`src/rtl/election_bonus_timer.sv`:
```
// ---------------------------------------------------------------------------
// election_bonus_timer
//   Grants each tank a timed shield power-up on its bonus pulse. The shield
//   is counted down in start-of-frame ticks. During the last WARN_SEC seconds
//   the shield drawing blinks. Two identical, independent channels.
//
// Ports
//   clk, reset            clock, async active-high reset
//   start_of_frame        one-cycle pulse per video frame
//   tank1Bonus/tank2Bonus one-cycle shield grant pulse
//   tank1Dead/tank2Dead   level, cancels that tank's shield
//   tankNShield           shield functionally active (to hit logic)
//   tankNShieldDraw       shield sprite draw enable (blinks in warn)
//   tankNSecLeft[4:0]     whole seconds remaining, 0 when idle
// ---------------------------------------------------------------------------
module election_bonus_channel #(
    parameter int BONUS_SEC   = 10,
    parameter int WARN_SEC    = 3,
    parameter int SOF_PER_SEC = 30,
    parameter int BLINK_SOF   = 8
) (
    input  logic       clk,
    input  logic       reset,
    input  logic       sof,
    input  logic       bonus,
    input  logic       dead,
    output logic       shield,
    output logic       shield_draw,
    output logic [4:0] sec_left
);

    typedef enum logic [1:0] {
        IDLE   = 2'd0,
        ACTIVE = 2'd1,
        WARN   = 2'd2
    } state_t;

    state_t     state_q, state_d;
    logic [5:0] frame_cnt_q, frame_cnt_d;
    logic [4:0] sec_left_q, sec_left_d;
    logic [5:0] blink_cnt_q, blink_cnt_d;
    logic       blink_phase_q, blink_phase_d;
    logic [4:0] sec_dec;

    assign sec_dec = sec_left_q - 5'd1;

    always_comb begin
        state_d       = state_q;
        frame_cnt_d   = frame_cnt_q;
        sec_left_d    = sec_left_q;
        blink_cnt_d   = blink_cnt_q;
        blink_phase_d = blink_phase_q;

        if (dead) begin
            // Dead outranks a same-cycle bonus: the grant is discarded.
            state_d       = IDLE;
            frame_cnt_d   = '0;
            sec_left_d    = '0;
            blink_cnt_d   = '0;
            blink_phase_d = 1'b1;
        end else if (bonus) begin
            // Load outranks a same-cycle SOF, so that SOF is not counted.
            state_d       = (BONUS_SEC <= WARN_SEC) ? WARN : ACTIVE;
            frame_cnt_d   = '0;
            sec_left_d    = 5'(BONUS_SEC);
            blink_cnt_d   = '0;
            blink_phase_d = 1'b1;
        end else if (sof && (state_q != IDLE)) begin
            // Blink runs only while already in WARN; entry SOF leaves it at 0/1.
            if (state_q == WARN) begin
                if (blink_cnt_q == 6'(BLINK_SOF - 1)) begin
                    blink_cnt_d   = '0;
                    blink_phase_d = ~blink_phase_q;
                end else begin
                    blink_cnt_d = blink_cnt_q + 6'd1;
                end
            end

            if (frame_cnt_q == 6'(SOF_PER_SEC - 1)) begin
                frame_cnt_d = '0;
                sec_left_d  = sec_dec;
                if (sec_dec == 5'd0) begin
                    state_d       = IDLE;
                    blink_cnt_d   = '0;
                    blink_phase_d = 1'b1;
                end else if (sec_dec <= 5'(WARN_SEC)) begin
                    state_d = WARN;
                end
            end else begin
                frame_cnt_d = frame_cnt_q + 6'd1;
            end
        end
    end

    always_ff @(posedge clk or posedge reset) begin
        if (reset) begin
            state_q       <= IDLE;
            frame_cnt_q   <= '0;
            sec_left_q    <= '0;
            blink_cnt_q   <= '0;
            blink_phase_q <= 1'b1;
        end else begin
            state_q       <= state_d;
            frame_cnt_q   <= frame_cnt_d;
            sec_left_q    <= sec_left_d;
            blink_cnt_q   <= blink_cnt_d;
            blink_phase_q <= blink_phase_d;
        end
    end

    // Pure decode of flop outputs; async reset clears them without delay.
    assign shield      = (state_q != IDLE);
    assign shield_draw = (state_q == ACTIVE) || ((state_q == WARN) && blink_phase_q);
    assign sec_left    = (state_q == IDLE) ? 5'd0 : sec_left_q;

endmodule

module election_bonus_timer #(
    parameter int BONUS_SEC   = 10,
    parameter int WARN_SEC    = 3,
    parameter int SOF_PER_SEC = 30,
    parameter int BLINK_SOF   = 8
) (
    input  logic       clk,
    input  logic       reset,
    input  logic       start_of_frame,
    input  logic       tank1Bonus,
    input  logic       tank2Bonus,
    input  logic       tank1Dead,
    input  logic       tank2Dead,
    output logic       tank1Shield,
    output logic       tank2Shield,
    output logic       tank1ShieldDraw,
    output logic       tank2ShieldDraw,
    output logic [4:0] tank1SecLeft,
    output logic [4:0] tank2SecLeft
);

    election_bonus_channel #(
        .BONUS_SEC  (BONUS_SEC),
        .WARN_SEC   (WARN_SEC),
        .SOF_PER_SEC(SOF_PER_SEC),
        .BLINK_SOF  (BLINK_SOF)
    ) u_tank1 (
        .clk        (clk),
        .reset      (reset),
        .sof        (start_of_frame),
        .bonus      (tank1Bonus),
        .dead       (tank1Dead),
        .shield     (tank1Shield),
        .shield_draw(tank1ShieldDraw),
        .sec_left   (tank1SecLeft)
    );

    election_bonus_channel #(
        .BONUS_SEC  (BONUS_SEC),
        .WARN_SEC   (WARN_SEC),
        .SOF_PER_SEC(SOF_PER_SEC),
        .BLINK_SOF  (BLINK_SOF)
    ) u_tank2 (
        .clk        (clk),
        .reset      (reset),
        .sof        (start_of_frame),
        .bonus      (tank2Bonus),
        .dead       (tank2Dead),
        .shield     (tank2Shield),
        .shield_draw(tank2ShieldDraw),
        .sec_left   (tank2SecLeft)
    );

endmodule

```
`config.mk`:
```
export PLATFORM = sky130hd
export DESIGN_NAME = election_bonus_timer
export DESIGN_NICKNAME = d
export VERILOG_FILES = /design/src/rtl/election_bonus_timer.sv
export SDC_FILE = /design/constraint.sdc
export NUM_CORES = 1
export LEC_CHECK = 0
export BUFFER_PORTS_ARGS = -buffer_cell sky130_fd_sc_hd__buf_4
export CORE_MARGIN = 2
export CORE_UTILIZATION = 40
export CTS_CLUSTER_SIZE = 8
export DETAILED_ROUTE_END_ITERATION = 10
export HOLD_SLACK_MARGIN = 0.08
export PLACE_DENSITY = 0.59
export SLEW_MARGIN = 15
export SYNTH_ARGS = -nofsm -noshare
export SYNTH_HDL_FRONTEND = slang
export SYNTH_SLANG_ARGS = --single-unit
```
`constraint.sdc`:
```
create_clock -name clk -period 2.3 [get_ports clk]
set_clock_uncertainty 0.1 [all_clocks]
set_input_delay 0.115 -clock clk [delete_from_list [all_inputs] [get_ports clk]]
set_output_delay 0.115 -clock clk [all_outputs]
set_load 0.05 [all_outputs]
```
==> flow_summary.toml <==
[sta]
hold_viol = 0
slew_violations = 0
holdWs_ns = 0.201
rsz0062_at_grt = "no"
worst_pin_slew_ns = 0.653
layout_setup_ws_ns = 0.146
min_period_ns = 2.15
setup_violations = 0
fin_crit_sh_pct = 93.7
tns_ns = 0
slew-limit-headroom_pct = 56.0
clock.fmax_mhz = 464

[global_route]
grt_first_pass_wirelength_microns = 8300
globalRoute.totalOverflow = 0
grt_use_total_pct = 15.8
grt_max_degree = 41
antenna_found_initial = 0
grt_pass1_vias = 1772

[run]
maxCapViolations = 0

[layout]
num_antenna_cells = 0
regArea_sq_um = 1000
final_nets = 316
post-route-util_pct = 47.9
n_fill_cell = 560
area_delta_synth_final_pct = 16.0
final_cell_mix = "dfrtp_1 (37), nor2_1 (32), buf_4 (21)"
drive_gt1_share_pct = 15.4
final_common_cell = "dfrtp_1"
multi_input_comb_area_sq_um = 1370

[place]
place_ws_ns = 0.355
globalplace.congestion = 0.780
hpwl_microns = 3500
portBuffers = 20

[clock_network]
cts_buffer_depth = 2
cts_tree = "done"
cts_setup_buffers = 0
root_buffer = "clkbuf_8"
clk-insertion-delay-late_ns = 0.29
cts_sinks = 40
cts.reportedPaths.clkPinSlew_ns = 0.08
cts_made_buffers = 5
h-tree-depth = 2

[synthesis]
syn_nets = 287
synthFlopType = "dfrtp_1"
ys_seq_area_share_pct = 41.0
yosys.area.top_type = "dfrtp_1"
async_flop_share_pct = 100
synth_edf_count = 0
synth_seq_cells = 40
yosysTopAreaCellShare_pct = 38.9
synth.distinct_cells = 49
syn_area_per_cell_sq_um = 9.12
synth_cells = 268
ys_top_cells_by_area = "dfrtp_1 (39%), ha_1 (6.1%), nor2_1 (4.9%)"
yosys_warnings = 0
syn_area_sq_um = 2440

[floorplanning]
die_w_microns = 82.2
initial_core_util_pct = 41.3
die_area_sq_um = 6750
rows = 28
boundaryPins = 21
die_h_microns = 82.2
fp.coreArea_sq_um = 5920

[routing]
drc = 0
wl_microns = 4890
drt_first_iter_violations = 66
drtAntennaViolNets = 0
via_per_inst = 5.31
via_count = 1981
wl_per_cell_microns = 13.1
first_pass_iters = 4

[min_path]
holdPathStages = 5
hold_path_end = "u_tank1.blink_cnt_q[5]$_DFFE_PP0P_"
hold_class = "input pin to register"
hold_start = "start_of_frame"

[setup_path]
arrival_ns = 2.28
worstSetupStartpointType = "register"
crit_required_ns = 2.43
reg2reg_from = "u_tank1.frame_cnt_q[1]$_DFFE_PP0P_"
path_class = "register to register"
crit_path_end_kind = "register"
worstPathMaxFanout = 5
ff2ff_setup_slack_ns = 0.15
timing.rr.end = "u_tank1.sec_left_q[1]$_DFFE_PP0P_"
r2r_cells = 7

[power_and_ir_drop]
leakagePower_uw = 0.00121
vdd_drop_max_v = 0.000277
total_power_uw = 1500
powerDensity_nw_per_um2 = 528

[outcome]
status = "completed"
==> worst max path at each step <==
stage | from | endpoint | slack (ns) | cells after the start
2_1_floorplan | u_tank2.state_q[0]$_DFFE_PP0P_ | tank2ShieldDraw | 0.42 | 2
3_3_place_gp | u_tank1.sec_left_q[0]$_DFFE_PP0P_ | u_tank1.state_q[1]$_DFFE_PP0P_ | 0.40 | 6
3_5_place_dp | u_tank1.sec_left_q[0]$_DFFE_PP0P_ | u_tank1.state_q[1]$_DFFE_PP0P_ | 0.36 | 6
4_1_cts | u_tank1.frame_cnt_q[0]$_DFFE_PP0P_ | u_tank1.sec_left_q[1]$_DFFE_PP0P_ | 0.04 | 6
5_1_grt | u_tank1.frame_cnt_q[1]$_DFFE_PP0P_ | u_tank1.sec_left_q[1]$_DFFE_PP0P_ | 0.04 | 7
6_report | u_tank1.frame_cnt_q[1]$_DFFE_PP0P_ | u_tank1.sec_left_q[1]$_DFFE_PP0P_ | 0.15 | 7
==> per-stage QoR <==
step,cell area [sq um],std cells
after global routing,2840,373
after global placement,2670,359
after CTS,2820,373
after detailed placement,2670,359
final,2840,373
after floorplan,2440,268
==> final cells by class <==
cell class	instances	area share, %
multi-input cells	208	48.3
flip-flops and latches	40	35.4
repair buffers	27	7.68
well taps	75	3.31
clock buffers	6	2.91
inverters	15	1.99
clock inverters	2	0.353
==> power breakdown <==
group / switching, uW / internal [uW] / leakage, uW
sequential: 27.5 / 720 / 0.000538
clock: 252 / 240 / 0.0000510
combinational: 167 / 90.7 / 0.000622
total: 446 / 1050 / 0.00121
==> cells in the mapped netlist, types with 5 or more instances <==
master / number
nor2b_1: 8
nand2_1: 17
o21ai_0: 20
nor3_1: 10
or3_1: 7
xnor2_1: 8
a21oi_1: 15
nand3_1: 13
ha_1: 12
nor4_1: 5
inv_1: 15
nor2_1: 32
dfrtp_1: 38
buf_2: 5
xor2_1: 9
==> flip-flops by register name (all words and copies together), names as in the netlist <==
signal	count
u_tank1.frame_cnt_q	6
u_tank2.frame_cnt_q	6
u_tank1.sec_left_q	5
u_tank2.blink_cnt_q	6
u_tank1.blink_phase_q	1
u_tank2.state_q	2
u_tank1.blink_cnt_q	6
u_tank2.blink_phase_q	1
u_tank1.state_q	2
u_tank2.sec_left_q	5
==> logic make-up after synthesis <==
family / Yosys count / synth area share (%)
AOI/OAI and AO/OA: 57 / 16.0
and+or+nand+nor: 119 / 26.1
buffers and inverters: 20 / 3.33
xor gates and xnor gates: 17 / 6.09
muxes: 3 / 1.28
DFF: 40 / 41.0
adders and majority gates: 12 / 6.14
==> critical path, cell delays in order, from the launching register on <==
cell	delay [ns]
dfrtp_1	0.42
inv_1	0.06
ha_1	0.22
o211a_4	0.17
nand2_2	0.10
mux2_2	0.34
a21oi_1	0.13
dlygate4sd3_1	0.55
==> per-layer routing <==
layer | track usage [%] | share of wire (%) | up-vias | routed length (microns)
met1 | 22.5 | 51 | 930 | 2480
li1 | - | - | 1014 | -
met2 | 23.6 | 45 | 32 | 2190
met5 | 0 | 0 | - | 0
met3 | 3.70 | 3.5 | 5 | 169
met4 | 5.00 | 0.90 | 0 | 44
==> what timing repair did <==
item | CTS | global route
hold buffers | 6 | 0
resized for setup | 0 | 3
hold endpoints to repair | 44 | 0
setup endpoints to repair | 0 | 1
(Power assumes the default switching activity.)
